`src/rtl/booth_arb_pkg.sv`:
```
// booth_arb_pkg
//   Shared definitions for the booth multiplier share arbiter: sequencer
//   state encoding, default sizing and the product-width helper.
package booth_arb_pkg;

    localparam int DEF_NREQ    = 4;
    localparam int DEF_W       = 8;
    localparam int DEF_TIMEOUT = 64;

    // Product of two W-bit signed operands needs 2*W bits.
    function automatic int prod_width(input int w);
        return 2 * w;
    endfunction

    localparam int DEF_PW = prod_width(DEF_W);

    typedef enum logic [1:0] {
        ST_IDLE  = 2'd0,
        ST_ISSUE = 2'd1,
        ST_WAIT  = 2'd2,
        ST_RESP  = 2'd3
    } state_t;

endpackage

```
`src/rtl/rr_arbiter.sv`:
```
// rr_arbiter
//   Combinational round-robin pick: the first asserted request at or above
//   ptr, wrapping around.
//   Ports:
//     req   in  NREQ  request vector
//     ptr   in  IW    search start index (always < NREQ)
//     grant out NREQ  one-hot grant (zero when no request)
//     idx   out IW    encoded grant index (zero when no request)
//     any   out 1     at least one request present
module rr_arbiter
    import booth_arb_pkg::*;
#(
    parameter  int NREQ = DEF_NREQ,
    localparam int IW   = (NREQ > 1) ? $clog2(NREQ) : 1
) (
    input  logic [NREQ-1:0] req,
    input  logic [IW-1:0]   ptr,
    output logic [NREQ-1:0] grant,
    output logic [IW-1:0]   idx,
    output logic            any
);

    always_comb begin
        grant = '0;
        idx   = '0;
        any   = 1'b0;
        for (int k = 0; k < NREQ; k++) begin
            if (!any && req[(int'(ptr) + k) % NREQ]) begin
                any = 1'b1;
                grant[(int'(ptr) + k) % NREQ] = 1'b1;
                idx = IW'((int'(ptr) + k) % NREQ);
            end
        end
    end

endmodule

```
`src/rtl/booth_share_arb.sv`:
```
// booth_share_arb
//   Shares one signed W x W booth multiplier between NREQ requesters.
//   One job in flight: accept (round-robin), pulse mul_start, wait for
//   mul_done, return the product on the granted requester's response channel.
//   Optional: define BOOTH_ARB_TIMEOUT_EN to abort a WAIT after TIMEOUT
//   cycles with rsp_data=0, rsp_err=1.
//   Ports:
//     clk, rst (sync, active low)
//     req_valid/req_ready/req_a/req_b   per-requester job channel
//     rsp_valid/rsp_ready/rsp_data/rsp_err  per-requester response channel
//     grant_idx, busy                   status
//     mul_start/mul_a/mul_b/mul_done/mul_r  multiplier interface
//
//   state    | meaning
//   ---------+---------------------------------------------------
//   ST_IDLE  | arbitrate; latch operands of the granted requester
//   ST_ISSUE | one-cycle mul_start
//   ST_WAIT  | wait for mul_done (first cycle blanked)
//   ST_RESP  | hold response until the granted requester takes it
module booth_share_arb
    import booth_arb_pkg::*;
#(
    parameter  int NREQ    = DEF_NREQ,
    parameter  int W       = DEF_W,
    parameter  int TIMEOUT = DEF_TIMEOUT,
    localparam int IW      = (NREQ > 1) ? $clog2(NREQ) : 1,
    localparam int PW      = prod_width(W)
) (
    input  logic              clk,
    input  logic              rst,
    input  logic [NREQ-1:0]   req_valid,
    output logic [NREQ-1:0]   req_ready,
    input  logic [NREQ*W-1:0] req_a,
    input  logic [NREQ*W-1:0] req_b,
    output logic [NREQ-1:0]   rsp_valid,
    input  logic [NREQ-1:0]   rsp_ready,
    output logic [PW-1:0]     rsp_data,
    output logic              rsp_err,
    output logic [IW-1:0]     grant_idx,
    output logic              busy,
    output logic              mul_start,
    output logic [W-1:0]      mul_a,
    output logic [W-1:0]      mul_b,
    input  logic              mul_done,
    input  logic [PW-1:0]     mul_r
);

    if (NREQ < 2 || TIMEOUT < 2) begin : g_param_chk
        $error("booth_share_arb: NREQ and TIMEOUT must be >= 2");
    end

    state_t            state_q, state_d;
    logic [IW-1:0]     ptr_q, ptr_d;
    logic [IW-1:0]     gidx_q, gidx_d;
    logic [W-1:0]      a_q, a_d, b_q, b_d;
    logic [PW-1:0]     res_q, res_d;
    logic              start_q, start_d;
    logic              blank_q, blank_d;
    logic [NREQ-1:0]   rsp_valid_q, rsp_valid_d;

`ifdef BOOTH_ARB_TIMEOUT_EN
    localparam int TW = $clog2(TIMEOUT);
    logic [TW-1:0]     tmr_q, tmr_d;
    logic              err_q, err_d;
`endif

    logic [NREQ-1:0]   arb_grant;
    logic [IW-1:0]     arb_idx;
    logic              arb_any;
    logic [NREQ-1:0]   gnt_onehot;

    rr_arbiter #(.NREQ(NREQ)) u_rr (
        .req   (req_valid),
        .ptr   (ptr_q),
        .grant (arb_grant),
        .idx   (arb_idx),
        .any   (arb_any)
    );

    assign gnt_onehot = {{(NREQ-1){1'b0}}, 1'b1} << gidx_q;

    // Gated by rst so nothing is reported as accepted on a reset edge.
    assign req_ready = (state_q == ST_IDLE && rst) ? arb_grant : '0;

    always_comb begin
        state_d     = state_q;
        ptr_d       = ptr_q;
        gidx_d      = gidx_q;
        a_d         = a_q;
        b_d         = b_q;
        res_d       = res_q;
        start_d     = 1'b0;
        blank_d     = blank_q;
        rsp_valid_d = rsp_valid_q;
`ifdef BOOTH_ARB_TIMEOUT_EN
        tmr_d       = tmr_q;
        err_d       = err_q;
`endif
        case (state_q)
            ST_IDLE: begin
                if (arb_any) begin
                    gidx_d  = arb_idx;
                    a_d     = req_a[arb_idx*W +: W];
                    b_d     = req_b[arb_idx*W +: W];
                    start_d = 1'b1;
                    state_d = ST_ISSUE;
                end
            end
            ST_ISSUE: begin
                blank_d = 1'b1;
`ifdef BOOTH_ARB_TIMEOUT_EN
                tmr_d   = TW'(TIMEOUT - 1);
`endif
                state_d = ST_WAIT;
            end
            ST_WAIT: begin
                // mul_done may still be high from the previous job during
                // the first WAIT cycle, so it is not trusted there.
                blank_d = 1'b0;
                if (!blank_q && mul_done) begin
                    res_d       = mul_r;
                    rsp_valid_d = gnt_onehot;
                    state_d     = ST_RESP;
`ifdef BOOTH_ARB_TIMEOUT_EN
                    err_d       = 1'b0;
                end else if (tmr_q == '0) begin
                    res_d       = '0;
                    err_d       = 1'b1;
                    rsp_valid_d = gnt_onehot;
                    state_d     = ST_RESP;
                end else begin
                    tmr_d       = tmr_q - 1'b1;
`endif
                end
            end
            ST_RESP: begin
                if (rsp_ready[gidx_q]) begin
                    rsp_valid_d = '0;
                    ptr_d       = (gidx_q == IW'(NREQ - 1)) ? '0 : gidx_q + 1'b1;
                    state_d     = ST_IDLE;
                end
            end
            default: state_d = ST_IDLE;
        endcase
    end

    always_ff @(posedge clk) begin
        if (!rst) begin
            state_q     <= ST_IDLE;
            ptr_q       <= '0;
            gidx_q      <= '0;
            a_q         <= '0;
            b_q         <= '0;
            res_q       <= '0;
            start_q     <= 1'b0;
            blank_q     <= 1'b0;
            rsp_valid_q <= '0;
`ifdef BOOTH_ARB_TIMEOUT_EN
            tmr_q       <= '0;
            err_q       <= 1'b0;
`endif
        end else begin
            state_q     <= state_d;
            ptr_q       <= ptr_d;
            gidx_q      <= gidx_d;
            a_q         <= a_d;
            b_q         <= b_d;
            res_q       <= res_d;
            start_q     <= start_d;
            blank_q     <= blank_d;
            rsp_valid_q <= rsp_valid_d;
`ifdef BOOTH_ARB_TIMEOUT_EN
            tmr_q       <= tmr_d;
            err_q       <= err_d;
`endif
        end
    end

    assign busy      = (state_q != ST_IDLE);
    assign mul_start = start_q;
    assign mul_a     = a_q;
    assign mul_b     = b_q;
    assign rsp_valid = rsp_valid_q;
    assign rsp_data  = res_q;
    assign grant_idx = gidx_q;
`ifdef BOOTH_ARB_TIMEOUT_EN
    assign rsp_err   = err_q;
`else
    assign rsp_err   = 1'b0;
`endif

endmodule

```
`config.mk`:
```
export PLATFORM = sky130hd
export DESIGN_NAME = booth_share_arb
export DESIGN_NICKNAME = d
export VERILOG_FILES = /design/src/rtl/booth_arb_pkg.sv /design/src/rtl/rr_arbiter.sv /design/src/rtl/booth_share_arb.sv
export SDC_FILE = /design/constraint.sdc
export NUM_CORES = 1
export LEC_CHECK = 0
export CAP_MARGIN = 0
export CORE_UTILIZATION = 45
export CTS_BUF_LIST = sky130_fd_sc_hd__clkbuf_2
export CTS_CLUSTER_DIAMETER = 100
export DETAILED_ROUTE_END_ITERATION = 7
export HOLD_SLACK_MARGIN = 0.08
export PLACE_DENSITY = 0.88
export SYNTH_ARGS = -nofsm -noshare
export SYNTH_HDL_FRONTEND = slang
export SYNTH_HIERARCHICAL = 1
export SYNTH_SLANG_ARGS = --single-unit
```
`constraint.sdc`:
```
create_clock -name clk -period 8.8 [get_ports clk]
set_input_delay 2.64 -clock clk [delete_from_list [all_inputs] [get_ports clk]]
set_output_delay 2.64 -clock clk [all_outputs]
set_load 0.02 [all_outputs]
```
# After elaboration in Yosys (flattened, before gate mapping)
# Index checks and enable logic that the tools add are counted.
# W data, S select, Z words.
dict set report word_totals {
  register_bits 44
  inputBits 91
  out_inout_bits 45
  wordCells 108
}
dict set report classes {
  n_addsub 4
  n_lt_le_gt_ge 9
  n_eq_ne 7
  n_shift 3
  mux 44
  bitwise 6
  reduce_logical 26
}
# cell count
set op_table {}
lappend op_table {{$shiftx A32 B6 Y8} 2}
lappend op_table {{$mux W4} 7}
lappend op_table {{$mux W1} 17}
lappend op_table {{$mux W2} 8}
lappend op_table {{$lt A3 B4 Y1 const B} 3}
lappend op_table {{$or A4 B4 Y4} 3}
lappend op_table {{$bmux W1 S2} 5}
lappend op_table {{$ge A3 B1 Y1 const B} 3}
lappend op_table {{$logic_and A1 B1 Y1} 9}
lappend op_table {{$demux W1 S2} 4}
lappend op_table {{$pmux W2 S4} 1}
lappend op_table {{$pmux W4 S2} 1}
lappend op_table {{$reduce_and A2 Y1} 4}
lappend op_table {{$eq A2 B2 Y1 const B} 3}
lappend op_table {{$lt A2 B3 Y1 const B} 2}
lappend op_table {{$ne A2 B2 Y1 const B} 3}
lappend op_table {{$reduce_and A3 Y1} 2}
lappend op_table {{$reduce_bool A2 Y1} 3}
lappend op_table {{$reduce_or A2 Y1} 3}
lappend op_table {{$add A2 B1 Y2 const B} 2}
lappend op_table {{$add A2 B2 Y2 const B} 2}
lappend op_table {{$logic_not A1 Y1} 4}
lappend op_table {{$shl A1 B2 Y4 const A} 1}
lappend op_table {{$and A1 B1 Y1 const A} 3}
lappend op_table {{4 further kinds} 4}

# Logic depth before layout (Yosys ltp)
# Gate-level depths: netlist (run 1).
dict set report logic_depth {
  ltp_word 16
  depth_mapped 13
  depth_no_buf 9
}

# Hierarchy
# Netlist (run 1), hierarchy kept.
# module instances cells_per_inst area_per_inst_um2 seq_area_each_um2
set by_module_without_submodules {}
lappend by_module_without_submodules {booth_share_arb 1 242 2339.7 880.8}
lappend by_module_without_submodules {rr_arbiter 1 45 421.7 0.0}

# Worst setup path before layout (run 1)
# OpenSTA, ideal clock, no wires.
dict set report synth_path {
  kind {input-to-output}
  from {input req_valid[2]}
  to {output req_ready[0]}
  arrival_ps 4006
  t_required_ps 6160
  slack_ps 2154
  stages 6
  path_buffers 1
  path_cell_list {mux4_2 > buf_6 > nor4b_4 > a22oi_1 > o21ai_0 > and3_1}
}
dict set report synth_between {
  elab_chain_cells 13
  word_cells_on_any_way 28
  cone_classes {mux: 19; bitwise: 3; reduce/logical: 6}
}
# item line
set synth_rtl {}
lappend synth_rtl {{start: declaration} booth_share_arb.sv:31} ;# input logic [NREQ-1:0] req_valid,
lappend synth_rtl {{$bmux W1 S2} rr_arbiter.sv:28} ;# if (!any && req[(int'(ptr) + k) % NREQ]) begin
lappend synth_rtl {{$mux W1 (not written as such)} rr_arbiter.sv:28}
lappend synth_rtl {{$mux W1} rr_arbiter.sv:28}
lappend synth_rtl {{$logic_not A1 Y1} rr_arbiter.sv:28}
lappend synth_rtl {{$logic_and A1 B1 Y1} rr_arbiter.sv:28}
lappend synth_rtl {{$mux W1} rr_arbiter.sv:28}
lappend synth_rtl {{$logic_not A1 Y1} rr_arbiter.sv:28}
lappend synth_rtl {{$logic_and A1 B1 Y1} rr_arbiter.sv:28}
lappend synth_rtl {{$mux W1} rr_arbiter.sv:28}
lappend synth_rtl {{$logic_not A1 Y1} rr_arbiter.sv:28}
lappend synth_rtl {{$logic_and A1 B1 Y1} rr_arbiter.sv:28}
lappend synth_rtl {{$mux W4 (*)} rr_arbiter.sv:28}
lappend synth_rtl {{named net arb_grant[0]} booth_share_arb.sv:67} ;# logic [NREQ-1:0] arb_grant;
lappend synth_rtl {{$mux W4 (*)} booth_share_arb.sv:83} ;# assign req_ready = (state_q == ST_IDLE && rst) ? arb_grant : '0;
lappend synth_rtl {{end: declaration} booth_share_arb.sv:32} ;# output logic [NREQ-1:0] req_ready,
# The timed path passes the listed nets; every way through them passes the cells marked *. The select of a mux whose other input is x is not followed.

# Worst setup path in the final report (run 1)
dict set report layout_path {
  from {input req_valid[3]}
  to {output req_ready[1]}
}
# Same word-level chain as after synthesis.

==> results.cfg, run 1 <==
[cts]
cts_buffers = 5
post_cts_buffers = 0
h-tree-depth = 2
clkLatencyLatePin_ns = 0.40
cts_tree = yes
cts_buffer_depth = 2
cts_resized = 0
cts_sinks = 44
hold_buffers = 0
cts-root-buf = clkbuf_2
clkTransAtPathRegs_ns = 0.22

[synthesis]
synthCells = 287
synth_top_family_by_area = multiplexers
synth_edf_count = 0
synth-simple-area-share_pct = 18.5
synth_commonest_cells = nand2_1 (81), dfxtp_1 (44), a21boi_0 (24)
ys_top_cells_by_area = dfxtp_1 (32%), nand2_1 (11%), mux4_2 (11%)
synth_mux_area_share_pct = 20.8
synth-seq-cells = 44
synth_top_area_cell = dfxtp_1
synth-adder-area-share_pct = 5.89
yosysUniqueCellTypes = 38
synth_flop_cell = dfxtp_1
synthXorXnorAreaFrac_pct = 0
synth_top_cell_area_share_pct = 31.9
syn_area_per_cell_sq_um = 9.62
synth_compound_area_share_pct = 16.7
yosysSeqAreaShare_pct = 31.9
yosysWarningCount = 6
syn_nets = 391
async_reset_ff_share_pct = 0
synth_most_common_cell = nand2_1
synth_area_sq_um = 2760

[placed_design]
place.gp.congestion = 0.863
io_buffers = 134
placed_area_sq_um = 4080
hpwlAfterDp_microns = 5110

[worst_setup_path]
crit_arrival_ns = 5.20
reg2regPathDepth = 8
critical_path_class = primary input to output port
r2r-end = mul_b[3]
worstSetupEndpointType = output port
crit_path_start_kind = primary input
worstPathMaxFanout = 13
reg2reg_from = ptr_q[0]
r2r_slack_ns = 5.12
crit_required_ns = 6.16

[timing]
clock_skew_ns = 0.0195
maxSlewViolCount = 0
setup_viol = 0
tightest_slew_ns = 1.14
finalHoldViolCount = 0
fin_crit_sh_pct = 89.1
max_freq_mhz = 128
period_minus_slack_ns = 7.84
slew_headroom_pct = 24.1
finalSetupTns_ns = 0
rsz0062_at_grt = no

[min_path]
hold_depth = 2
min_to = mul_b[5]
hp-class = flip-flop to flip-flop
hold_start = mul_b[5]

[route]
vias = 2514
first_pass_iters = 4
drt_iter0_markers = 111
drc = 0
wl_per_cell_microns = 13.7
finalWirelength_microns = 6660
vias_per_cell = 5.17
postRouteAntennaNets = 0

[global_route]
grt_max_degree = 49
grt_pass1_wl_microns = 10200
globalRoute.totalOverflow = 0
busiest_layer = met2
grt_use_met1_pct = 21.0
grt_util_met2_pct = 39.0
grt_usage_pct = 20.4
grt_pass1_vias = 2394
grtUsageMet3_pct = 4.55
grt_antenna_before_repair = 0

[layout]
diodes = 0
drive_gt1_share_pct = 6.81
fin_nets = 514
area_delta_synth_final_pct = 50.2
post-route-cell-area_sq_um = 4150
nFillCells = 454

[flow_run]
maxCapViolCount = 0

[die]
dieArea_sq_um = 6450
initial_core_util_pct = 46.6
rows = 28
core_sq_um = 5920
die_w_microns = 80.3
io_pins = 136
die_h_microns = 80.3

[power_and_ir_drop]
leakage_nw = 1.54
powerDensity_nw_per_um2 = 190
vdd_drop_max_uv = 101

[run_status]
status = complete, no violations
logic make-up after synthesis:
group | Yosys count
AND/OR/NAND/NOR | 110
other | 1
multiplexers | 28
flip-flops | 44
AO/OA/AOI/OAI | 63
adder cells (fa/ha/maj) | 13
buffers and inverters | 28
cell type report:
type	instances	area, sq um	area share (%)
clock buffer	6	30.0	0.724
multi-input combinational	215	1730	41.6
timing repair buffer	135	1350	32.5
sequential	44	881	21.2
clock inverter	2	35.0	0.844
tap	75	93.8	2.26
inverter	9	33.8	0.814
through the flow:
step | utilization (%) | hold WS [ns] | total power [mW] | instances | setup WS (ns)
after global routing | 70.1 | 0.496 | 0.839 | 486 | 0.823
after detailed placement | 69.0 | 0.445 | 0.683 | 478 | 0.969
final | 70.1 | 0.467 | 0.787 | 486 | 0.961
after floorplan | - | 0.452 | 0.533 | 287 | 2.15
after CTS | 70.1 | 0.470 | 0.796 | 486 | 0.969
after global placement | 69.0 | 0.440 | 0.669 | 478 | 1.07
worst max path at each step:
stage	cells after the start	slack, ns	startpoint	end
6_report	7	0.96	req_valid[3]	req_ready[1]
3_3_place_gp	7	1.07	req_valid[3]	req_ready[3]
5_1_grt	7	0.82	req_valid[2]	req_ready[0]
2_1_floorplan	6	2.15	req_valid[2]	req_ready[0]
4_1_cts	7	0.97	req_valid[3]	req_ready[1]
3_5_place_dp	7	0.97	req_valid[3]	req_ready[1]
metal layers:
metal | routed length, microns | vias up
met2 | 3510 | 104
met4 | 152 | 0
met1 | 2560 | 1132
li1 | - | 1262
met3 | 433 | 16
met5 | 0 | -
critical path: stages:
cell             delay (ns)
clkdlybuf4s50_1        0.49
mux4_2                 0.66
nor4b_4                0.43
a22oi_1                0.12
o21ai_0                0.10
and3_1                 0.17
clkdlybuf4s50_1        0.60
flip-flops by register name (all words and copies together), names as in the netlist:
register   flops
blank_q        1
grant_idx      2
mul_a          8
mul_b          8
mul_start      1
ptr_q          2
rsp_data      16
rsp_valid      4
state_q        2
layout by cell type (no fill, tap or decap), types with 2 or more instances in the layout:
cell type | Yosys | layout
a22oi_1 | 9 | 9
o211a_1 | 2 | 2
and2_1 | 2 | 2
a21boi_0 | 24 | 24
nand3_1 | 2 | 2
mux2i_1 | 6 | 6
mux4_2 | 13 | 13
ha_1 | 13 | 13
mux4_1 | 8 | 8
nand2b_1 | 7 | 7
o21ai_0 | 8 | 8
nor2_1 | 4 | 4
and3_1 | 5 | 5
nand2_1 | 81 | 81
dfxtp_1 | 44 | 44
clkdlybuf4s50_1 | 0 | 134
inv_1 | 9 | 9
nor3_1 | 2 | 2
clkbuf_2 | 0 | 6
a21boi_1 | 14 | 14
power breakdown:
part	internal (mW)	total, mW	switching (mW)
Sequential	0.240	0.271	0.0310
Combinational	0.198	0.402	0.204
Clock	0.0489	0.114	0.0648
Total	0.487	0.787	0.300
(Power assumes the default switching activity.)
==> run 2, diff against run 1 <==
--- a/config.mk
+++ b/config.mk
@@ -5,6 +5,7 @@
 export SDC_FILE = /design/constraint.sdc
 export NUM_CORES = 1
 export LEC_CHECK = 0
+export ABC_CLOCK_PERIOD_IN_PS = 8800
 export CAP_MARGIN = 0
 export CORE_UTILIZATION = 45
 export CTS_BUF_LIST = sky130_fd_sc_hd__clkbuf_2
==> results of run 2 <==
Final layout, timing and power as in run 1 (identical DEF).
==> run 3, diff against run 2 <==
--- a/config.mk
+++ b/config.mk
@@ -5,13 +5,13 @@
 export SDC_FILE = /design/constraint.sdc
 export NUM_CORES = 1
 export LEC_CHECK = 0
+export ABC_AREA = 0
 export ABC_CLOCK_PERIOD_IN_PS = 8800
 export CAP_MARGIN = 0
 export CORE_UTILIZATION = 45
 export CTS_BUF_LIST = sky130_fd_sc_hd__clkbuf_2
 export CTS_CLUSTER_DIAMETER = 100
 export DETAILED_ROUTE_END_ITERATION = 7
-export HOLD_SLACK_MARGIN = 0.08
 export PLACE_DENSITY = 0.88
 export SYNTH_ARGS = -nofsm -noshare
 export SYNTH_HDL_FRONTEND = slang
==> results of run 3 <==
Final layout, timing and power as in run 1 (identical DEF).
